[config.mk]
export PLATFORM = sky130hd
export DESIGN_NAME = player_1_ctl
export DESIGN_NICKNAME = d
export VERILOG_FILES = /design/src/rtl/player_1_ctl.sv
export SDC_FILE = /design/constraint.sdc
export NUM_CORES = 1
export LEC_CHECK = 0
export ABC_AREA = 1
export BUFFER_PORTS_ARGS = -buffer_cell sky130_fd_sc_hd__buf_2
export CORE_MARGIN = 5
export CORE_UTILIZATION = 52
export DETAILED_ROUTE_END_ITERATION = 16
export GPL_ROUTABILITY_DRIVEN = 0
export MAX_ROUTING_LAYER = met4
export PLACE_DENSITY = 0.75
export SYNTH_ARGS = -nofsm -noshare
export SYNTH_HDL_FRONTEND = slang
export SYNTH_SLANG_ARGS = --single-unit
[constraint.sdc]
create_clock -name clk -period 1.8 [get_ports clk]
set_input_delay 0.09 -clock clk [delete_from_list [all_inputs] [get_ports clk]]
set_output_delay 0.09 -clock clk [all_outputs]
set_load 0.05 [all_outputs]
[src/rtl/player_1_ctl.sv]
// player_1_ctl: per-frame movement and walk-animation controller for player 1.
// Turns left/right move requests into a clamped horizontal sprite position and a pose.
// Everything advances once per video frame, on the rising edge of vsync.
// Optional build macro: PLAYER1_SYNC_EN adds a 2-FF synchronizer on move_left/move_right.

package state_pkg;
    typedef enum logic [2:0] {
        IDLE   = 3'd0,
        RIGHT1 = 3'd1,
        RIGHT2 = 3'd2,
        LEFT1  = 3'd3,
        LEFT2  = 3'd4
    } State;
endpackage

module player_1_ctl #(
    parameter logic [11:0] X_INIT      = 12'd380,
    parameter logic [11:0] X_MIN       = 12'd0,
    parameter logic [11:0] X_MAX       = 12'd760,
    parameter logic [11:0] STEP        = 12'd4,
    parameter logic [7:0]  ANIM_FRAMES = 8'd8
) (
    input  logic            clk,
    input  logic            rst,
    input  logic            vsync,
    input  logic            move_left,
    input  logic            move_right,
    output logic [11:0]     xpos_player1,
    output state_pkg::State state
);
    import state_pkg::*;

    logic        vsync_q;
    logic        tick;
    logic        left_s;
    logic        right_s;
    logic        req_l;
    logic        req_r;
    logic [12:0] x_sum;
    logic [11:0] right_x;
    logic [11:0] left_x;

    State        state_q;
    State        state_d;
    logic [7:0]  anim_cnt_q;
    logic [7:0]  anim_cnt_d;
    logic [11:0] xpos_q;
    logic [11:0] xpos_d;

`ifdef PLAYER1_SYNC_EN
    logic [1:0] left_sync_q;
    logic [1:0] right_sync_q;

    // Two-stage synchronizers for the move requests, which may come from another clock domain
    always_ff @(posedge clk or negedge rst) begin
        if (!rst) begin
            left_sync_q  <= 2'b00;
            right_sync_q <= 2'b00;
        end else begin
            left_sync_q  <= {left_sync_q[0], move_left};
            right_sync_q <= {right_sync_q[0], move_right};
        end
    end

    assign left_s  = left_sync_q[1];
    assign right_s = right_sync_q[1];
`else
    assign left_s  = move_left;
    assign right_s = move_right;
`endif

    // Delayed copy of vsync so its rising edge becomes a one-clock frame tick
    always_ff @(posedge clk or negedge rst) begin
        if (!rst) begin
            vsync_q <= 1'b0;
        end else begin
            vsync_q <= vsync;
        end
    end

    assign tick  = vsync & ~vsync_q;

    // Opposite requests cancel each other out, so only one direction can ever win
    assign req_l = left_s & ~right_s;
    assign req_r = right_s & ~left_s;

    // Candidate positions for a step right or left, clamped to the playfield walls;
    // the sum is one bit wider so a step near the top of the range cannot wrap
    assign x_sum   = {1'b0, xpos_q} + {1'b0, STEP};
    assign right_x = (x_sum > {1'b0, X_MAX}) ? X_MAX : x_sum[11:0];
    assign left_x  = ({1'b0, xpos_q} < ({1'b0, X_MIN} + {1'b0, STEP})) ? X_MIN : (xpos_q - STEP);

    // Next pose, animation counter and position; only a frame tick changes anything
    always_comb begin
        state_d    = state_q;
        anim_cnt_d = anim_cnt_q;
        xpos_d     = xpos_q;
        if (tick) begin
            if (req_r) begin
                xpos_d = right_x;
                if ((state_q == RIGHT1) || (state_q == RIGHT2)) begin
                    if (anim_cnt_q == (ANIM_FRAMES - 8'd1)) begin
                        anim_cnt_d = 8'd0;
                        if (state_q == RIGHT1) begin
                            state_d = RIGHT2;
                        end else begin
                            state_d = RIGHT1;
                        end
                    end else begin
                        anim_cnt_d = anim_cnt_q + 8'd1;
                    end
                end else begin
                    state_d    = RIGHT1;
                    anim_cnt_d = 8'd0;
                end
            end else if (req_l) begin
                xpos_d = left_x;
                if ((state_q == LEFT1) || (state_q == LEFT2)) begin
                    if (anim_cnt_q == (ANIM_FRAMES - 8'd1)) begin
                        anim_cnt_d = 8'd0;
                        if (state_q == LEFT1) begin
                            state_d = LEFT2;
                        end else begin
                            state_d = LEFT1;
                        end
                    end else begin
                        anim_cnt_d = anim_cnt_q + 8'd1;
                    end
                end else begin
                    state_d    = LEFT1;
                    anim_cnt_d = 8'd0;
                end
            end else begin
                state_d    = IDLE;
                anim_cnt_d = 8'd0;
            end
        end
    end

    // Pose/position register; reset puts the sprite back at its spawn point immediately
    always_ff @(posedge clk or negedge rst) begin
        if (!rst) begin
            state_q    <= IDLE;
            anim_cnt_q <= 8'd0;
            xpos_q     <= X_INIT;
        end else begin
            state_q    <= state_d;
            anim_cnt_q <= anim_cnt_d;
            xpos_q     <= xpos_d;
        end
    end

    assign xpos_player1 = xpos_q;
    assign state        = state_q;

endmodule
==> results of run 1 <==
-- cell usage in the layout, fill, tap and decap left out, types with 2 or more instances in the layout --
cell type       n
nand2_1        57
inv_1          32
nor2_1         19
buf_2          17
nand3_1        16
dfrtp_1        16
a21oi_1        10
o21ai_0         9
buf_4           8
nor3_1          7
nand3_2         7
dfstp_2         6
xor2_1          5
nand4_1         4
inv_2           4
nor2_2          4
nand2_2         4
o211ai_1        4
a21boi_2        4
ha_1            4
o21ai_1         3
nor2_4          3
clkbuf_4        3
inv_4           2
a31oi_1         2
conb_1          2
dlygate4sd3_1   2
-- synth_stat cells, drive strengths merged --
cell | count | share of area, %
nor2 | 26 | 7.2
a21o | 1 | 0.45
o211ai | 4 | 1.8
nor3b | 1 | 0.45
nand4 | 4 | 1.5
a21boi | 5 | 2.2
inv | 38 | 8.5
o21ai | 12 | 3.6
dfrtp | 16 | 24
xnor2 | 1 | 0.52
nand3 | 24 | 9.1
a31oi | 2 | 0.75
nor3 | 8 | 2.7
conb | 1 | 0.22
nor4 | 1 | 0.37
xor2 | 5 | 2.6
a21oi | 10 | 3.0
ha | 6 | 4.5
dfstp | 6 | 9.4
nand2 | 61 | 14
buf | 8 | 3.0
-- worst register-to-register path, delay by kind of cell, from the launching register on --
kind | cells | cell delay (ns)
buf+inv | 1 | 0.10
fa+ha+maj | 1 | 0.21
simple gates | 9 | 0.81
flops | 1 | 0.61
-- worst max path at each step --
stage,start,end,slack (ns),cells after the start
2_1_floorplan,xpos_player1[2],xpos_player1[4],-0.05,11
3_3_place_gp,xpos_player1[3],xpos_player1[4],0.04,10
3_5_place_dp,xpos_player1[3],xpos_player1[2],0.03,11
4_1_cts,xpos_player1[3],xpos_player1[4],0.03,10
5_1_grt,xpos_player1[3],xpos_player1[2],-0.11,10
6_report,xpos_player1[3],xpos_player1[2],0.03,11
-- flip-flops by register name, summed over array words and instances (netlist names) --
signal        cells
vsync_q           1
xpos_player1     10
state             3
anim_cnt_q        8
-- cells by family (layout without fill, tap and decap cells) --
group	after synthesis	after routing	synth area share, %
AOI/OAI and AO/OA	34	34	11.82
xor gates and xnor gates	6	6	3.141
adders and majority gates	6	6	4.488
buffers and inverters	46	69	11.52
DFF	22	22	33.36
other	1	2	0.2242
and+or+nand+nor	125	125	35.45
-- timing repair --
action / 4_1_cts / 5_1_grt
setup buffers: 2 / 1
hold buffers: 2 / 0
pin swaps: 0 / 4
gates resized for setup: 0 / 14
setup endpoints to repair: 3 / 8
endpoints found under the hold margin: 17 / 0
cloned: 0 / 0
-- per-layer routing --
metal  global-route usage, %  routed length [um]
met1                   25.55                1779
met2                   30.94                1715
met3                   2.361                 126
met4                   7.107                  60
met5                       -                   0
-- per-stage QoR --
stage	hold slack, ns	total power, mW
final	0.2570	2.725
after global routing	0.2978	2.930
after CTS	0.2476	2.618
after detailed placement	0.08738	2.174
after global placement	0.08215	2.165
after floorplan	-0.2056	1.924
-- power by group through the flow --
stage	Clock (mW)	Sequential (mW)	Combinational, mW
6_report	0.393	0.831	1.50
5_1_grt	0.422	0.850	1.66
4_1_cts	0.408	0.817	1.39
3_5_place_dp	0	0.834	1.34
3_3_place_gp	0	0.830	1.33
2_1_floorplan	0	1.10	0.823
-- cell type report --
cell class / count / area [um^2]
Inverter: 38 / 147.6
Clock inverter: 1 / 30.03
Fill cell: 283 / 1116
Tap cell: 44 / 55.05
Timing Repair Buffer: 27 / 165.2
Sequential cell: 22 / 558.0
Clock buffer: 3 / 22.52
Multi-Input combinational cell: 173 / 983.4
==> flow_metrics.env, run 1 <==
export IMPL_outcome="completed"
export IMPL_p_leak_nw=0.9607
export IMPL_cp_cell_sequence="ha_2 -> nand3_2 -> inv_2 -> nand2_1 -> nand2_1 -> nand2_2 -> nor2_4 -> nand3_2 -> nand3_4 -> nand3_2 -> nand2_2"
export IMPL_p_int_mw=1.364
export IMPL_port_buffers=17
export IMPL_drv_cap=0
export IMPL_first_pass_iters=4
export IMPL_post_route_util_pct=63.74
export IMPL_grt_pass1_vias=1526
export IMPL_grt_setup_unrepaired="yes"
export IMPL_worst_pin_slew_ns=0.5100
export IMPL_htree_num_levels=1
export IMPL_syn_to_final_growth_pct=17.28
export IMPL_start_kind="flip-flop"
export IMPL_netSwitchingFraction_pct=49.97
export IMPL_clkSlewWorstSetupHoldPaths_ns=0.14
export IMPL_finalHoldViolations=0
export IMPL_p_seq_share_pct=30.5
export IMPL_clock_fmax_ghz=0.5642
export IMPL_cp_required_ns=2.07
export IMPL_power_density_mw_per_mm2=1389
export IMPL_switchingPower_mw=1.362
export IMPL_layout_min_cycle_time_ns=1.772
export IMPL_num_antenna_cells=0
export IMPL_cp_num_buf_inv=1
export IMPL_dp_cells=299
export IMPL_track_usage_pct=19.50
export IMPL_cp_arrival_ns=2.04
export IMPL_cts_tree="yes"
export IMPL_maxSlewViolCount=0
export IMPL_clock_latency_ns=0.31
export IMPL_vias=1613
export IMPL_cts_sinks=22
export IMPL_core_mm2=0.003078
export IMPL_rr_endpoint="xpos_player1[2]"
export IMPL_first_iter_violations=85
export IMPL_ctsRootBufferMaster="clkbuf_4"
export IMPL_critPathMaxFanout=6
export IMPL_yosysUniqueCellTypes=30
export IMPL_finClkSkew_ns=0.003614
export IMPL_dp_worst_setup_slack_ns=0.02964
export IMPL_drc_errors=0
export IMPL_placed_cell_area_mm2=0.001819
export IMPL_die_area_mm2=0.004452
export IMPL_start_util_pct=54.35
export IMPL_max_vdd_ir_drop_uv=827.6
export IMPL_syn_inst=240
export IMPL_synth_seq_cells=22
export IMPL_drive_gt1_share_pct=25.38
export IMPL_pwr_share_comb_pct=55.1
export IMPL_setup_violations=0
export IMPL_cp_top_family="simple AND/OR/NAND/NOR gates"
export IMPL_grt_pass1_wl_um=6603
export IMPL_cts_made_buffers=3
export IMPL_hp_class="input pin to asynchronous set/reset pin"
export IMPL_pwr_share_clk_pct=14.4
export IMPL_clockBufferDepth=2
export IMPL_r2r_start="xpos_player1[3]"
export IMPL_fin_cells=308
export IMPL_chipWidth_um=66.72
export IMPL_final_period_utilization_pct=98.46
export IMPL_reg2reg_depth=11
export IMPL_fp_dieH_um=66.72
export IMPL_post_drt_via_cell_ratio=5.237
export IMPL_yosysSeqAreaShare_pct=33.36
export IMPL_finalSetupTns_ns=0
export IMPL_critical_path_slowest_cell="dfstp_2"
export IMPL_io_pins=20
export IMPL_rows=20
export IMPL_reg2reg_setup_slack_ns=0.03
export IMPL_dpl_hpwl_um=2742
export IMPL_grt_max_degree=23
export IMPL_critical_path_most_common_cell="nand3_2"
export IMPL_cp_end_kind="flip-flop"
export IMPL_antenna_found_initial=0
export IMPL_crit_type="flip-flop to flip-flop"
export IMPL_worst_slack_ns=0.02766
export IMPL_ant_nets=0
export IMPL_crit_path_max_incr_delay_ns=0.61
export IMPL_routed_wl_um=3682
export IMPL_gr_total_overflow=0
export IMPL_syn_area_mm2=0.001673
export IMPL_slew_headroom_pct=66.00
export IMPL_stdcell_area_mm2=0.001962
export IMPL_nets=276
export IMPL_synth_warnings=0
export IMPL_syn_area_per_cell_um2=6.970
export IMPL_wire_per_inst_um=11.95
No activity file was read; power rests on OpenSTA's default activity.
==> run 2, diff against run 1 <==
==> constraint.sdc (replaced) <==
create_clock -name clk -period 1.48 [get_ports clk]
set_input_delay 0.074 -clock clk [delete_from_list [all_inputs] [get_ports clk]]
set_output_delay 0.074 -clock clk [all_outputs]
set_load 0.05 [all_outputs]
==> flow_metrics.env, run 2 (synthesis results as in run 1) <==
export IMPL_num_fill_cells=198
export IMPL_stdcell_area_mm2=0.002504
export IMPL_port_buffers=17
export IMPL_critical_path_slowest_cell="dfstp_4"
export IMPL_grt_use_met2_pct=43.19
export IMPL_clockBufferDepth=2
export IMPL_gr_total_overflow=0
export IMPL_hp_class="input pin to asynchronous set/reset pin"
export IMPL_globalRouteMet3Util_pct=3.035
export IMPL_violations="negative setup slack"
export IMPL_start_util_pct=54.35
export IMPL_worst_slack_ns=-0.4169
export IMPL_setup_violations=12
export IMPL_crit_path_max_incr_delay_ns=0.67
export IMPL_r2r_start="xpos_player1[3]"
export IMPL_cts_tree="yes"
export IMPL_crit_end="xpos_player1[6]"
export IMPL_drc_errors=0
export IMPL_layout_min_cycle_time_ns=1.897
export IMPL_clock_fmax_ghz=0.5272
export IMPL_critPathMaxFanout=6
export IMPL_placed_cell_area_mm2=0.002151
export IMPL_grtUsageMet1_pct=29.18
export IMPL_drive_gt1_share_pct=46.77
export IMPL_layout_common_cells="buf_4 (52), nand2_1 (51), inv_1 (29)"
export IMPL_routed_wl_um=5385
export IMPL_slew_headroom_pct=64.74
export IMPL_antenna_found_initial=0
export IMPL_fp_dieH_um=66.72
export IMPL_grt_max_degree=23
export IMPL_reg2reg_depth=11
export IMPL_clock_latency_ns=0.33
export IMPL_dp_worst_setup_slack_ns=-0.3974
export IMPL_vias=1928
export IMPL_finalSetupTns_ns=-3.368
export IMPL_busiest_layer="met2"
export IMPL_cts_sinks=22
export IMPL_crit_type="flip-flop to flip-flop"
export IMPL_largest_reg_flops=10
export IMPL_rows=20
export IMPL_power_density_mw_per_mm2=1708
export IMPL_clkSlewWorstSetupHoldPaths_ns=0.15
export IMPL_ctsRootBufferMaster="clkbuf_4"
export IMPL_die_area_mm2=0.004452
export IMPL_maxSlewViolCount=0
export IMPL_grt_pass1_vias=1883
export IMPL_dpl_hpwl_um=3380
export IMPL_post_drt_via_cell_ratio=5.446
export IMPL_first_pass_iters=4
export IMPL_cp_arrival_ns=2.17
export IMPL_finClkSkew_ns=0.003374
export IMPL_htree_num_levels=1
export IMPL_startpoint="xpos_player1[3]"
export IMPL_nets=322
export IMPL_core_mm2=0.003078
export IMPL_cp_end_kind="flip-flop"
export IMPL_critical_path_most_common_cell="nand3_4"
export IMPL_track_usage_pct=24.92
export IMPL_cp_required_ns=1.75
export IMPL_p_leak_nw=1.234
export IMPL_post_route_util_pct=81.34
export IMPL_final_period_utilization_pct=128.2
export IMPL_rr_endpoint="xpos_player1[6]"
export IMPL_wire_per_inst_um=15.21
export IMPL_ant_nets=0
export IMPL_first_iter_violations=164
export IMPL_syn_to_final_growth_pct=49.66
export IMPL_io_pins=20
export IMPL_worst_pin_slew_ns=0.5289
export IMPL_grt_pass1_wl_um=8231
export IMPL_cp_cell_sequence="buf_6 -> ha_4 -> nand3_4 -> inv_4 -> buf_6 -> nand3_2 -> nand2_2 -> nor2_4 -> nand3_4 -> nand3_4 -> a21boi_2"
export IMPL_start_kind="flip-flop"
export IMPL_finalHoldViolations=0
export IMPL_chipWidth_um=66.72
export IMPL_outcome="finished, violations left"
export IMPL_drv_cap=0
export IMPL_num_antenna_cells=0
export IMPL_max_vdd_ir_drop_uv=1029
export IMPL_cts_made_buffers=3
export IMPL_layout_commonest_cell="buf_4"
export IMPL_reg2reg_setup_slack_ns=-0.42
export IMPL_grt_setup_unrepaired="yes"
[run 2: cell count changes in the layout (fill, tap and decap cells not counted), moves of 5 or more]
cell     previous run  this run
buf_4               8        52
o21ai_0             9         3
nand2_1            57        51
a21oi_1            10         5
nor2_1             19        14
[run 2: how the worst min path moves through the flow]
stage          slack [ns]  start              end
5_1_grt              0.29    rst    anim_cnt_q[5]
3_5_place_dp         0.07    rst  xpos_player1[7]
4_1_cts              0.24    rst  xpos_player1[7]
3_3_place_gp         0.07    rst  xpos_player1[7]
2_1_floorplan       -0.22    rst    anim_cnt_q[0]
6_report             0.25    rst  xpos_player1[7]
[run 2: what timing repair did]
action	in CTS	in global routing
setup endpoints to repair	13	20
hold buffers	2	0
pin swaps	10	18
cloned	0	0
hold endpoints to repair	17	0
setup buffers	5	6
gates resized for setup	21	37
[run 2: where the power goes]
part | leakage [nW] | total, mW | internal (mW) | switching [mW]
sequential | 0.268 | 0.991 | 0.797 | 0.194
combinational | 0.939 | 2.79 | 1.15 | 1.64
clock | 0.0279 | 0.496 | 0.274 | 0.222
total | 1.23 | 4.28 | 2.23 | 2.05
[run 2: stage by stage]
step	power [mW]	std cells	hold slack, ns
6_report	4.277	354	0.2487
5_1_grt	4.512	354	0.2896
4_1_cts	3.948	348	0.2432
3_5_place_dp	3.220	338	0.07332
3_3_place_gp	3.168	338	0.06910
2_1_floorplan	2.429	241	-0.2216
[run 2: area by class of cell]
class | instances | area [um^2] | area share (%)
Clock buffer | 3 | 22.52 | 0.8996
Clock inverter | 1 | 30.03 | 1.199
Inverter | 38 | 150.1 | 5.997
Multi-Input combinational cell | 173 | 1152 | 46.03
Sequential cell | 22 | 569.3 | 22.74
Tap cell | 44 | 55.05 | 2.199
Timing Repair Buffer | 73 | 524.3 | 20.94
[run 2: critical path: cells and delay by family, from the launching register on]
kind	cells	cell delay [ns]
AO/OA/AOI/OAI	1	0.17
adder cells (fa/ha/maj)	1	0.15
buffers and inverters	3	0.31
flip-flops	1	0.67
AND/OR/NAND/NOR	6	0.55
[run 2: layer usage]
metal | wire [um] | share of wire (%)
met1 | 2126 | 39
met2 | 2807 | 52
met3 | 343 | 6.4
met4 | 108 | 2.0
met5 | 0 | 0
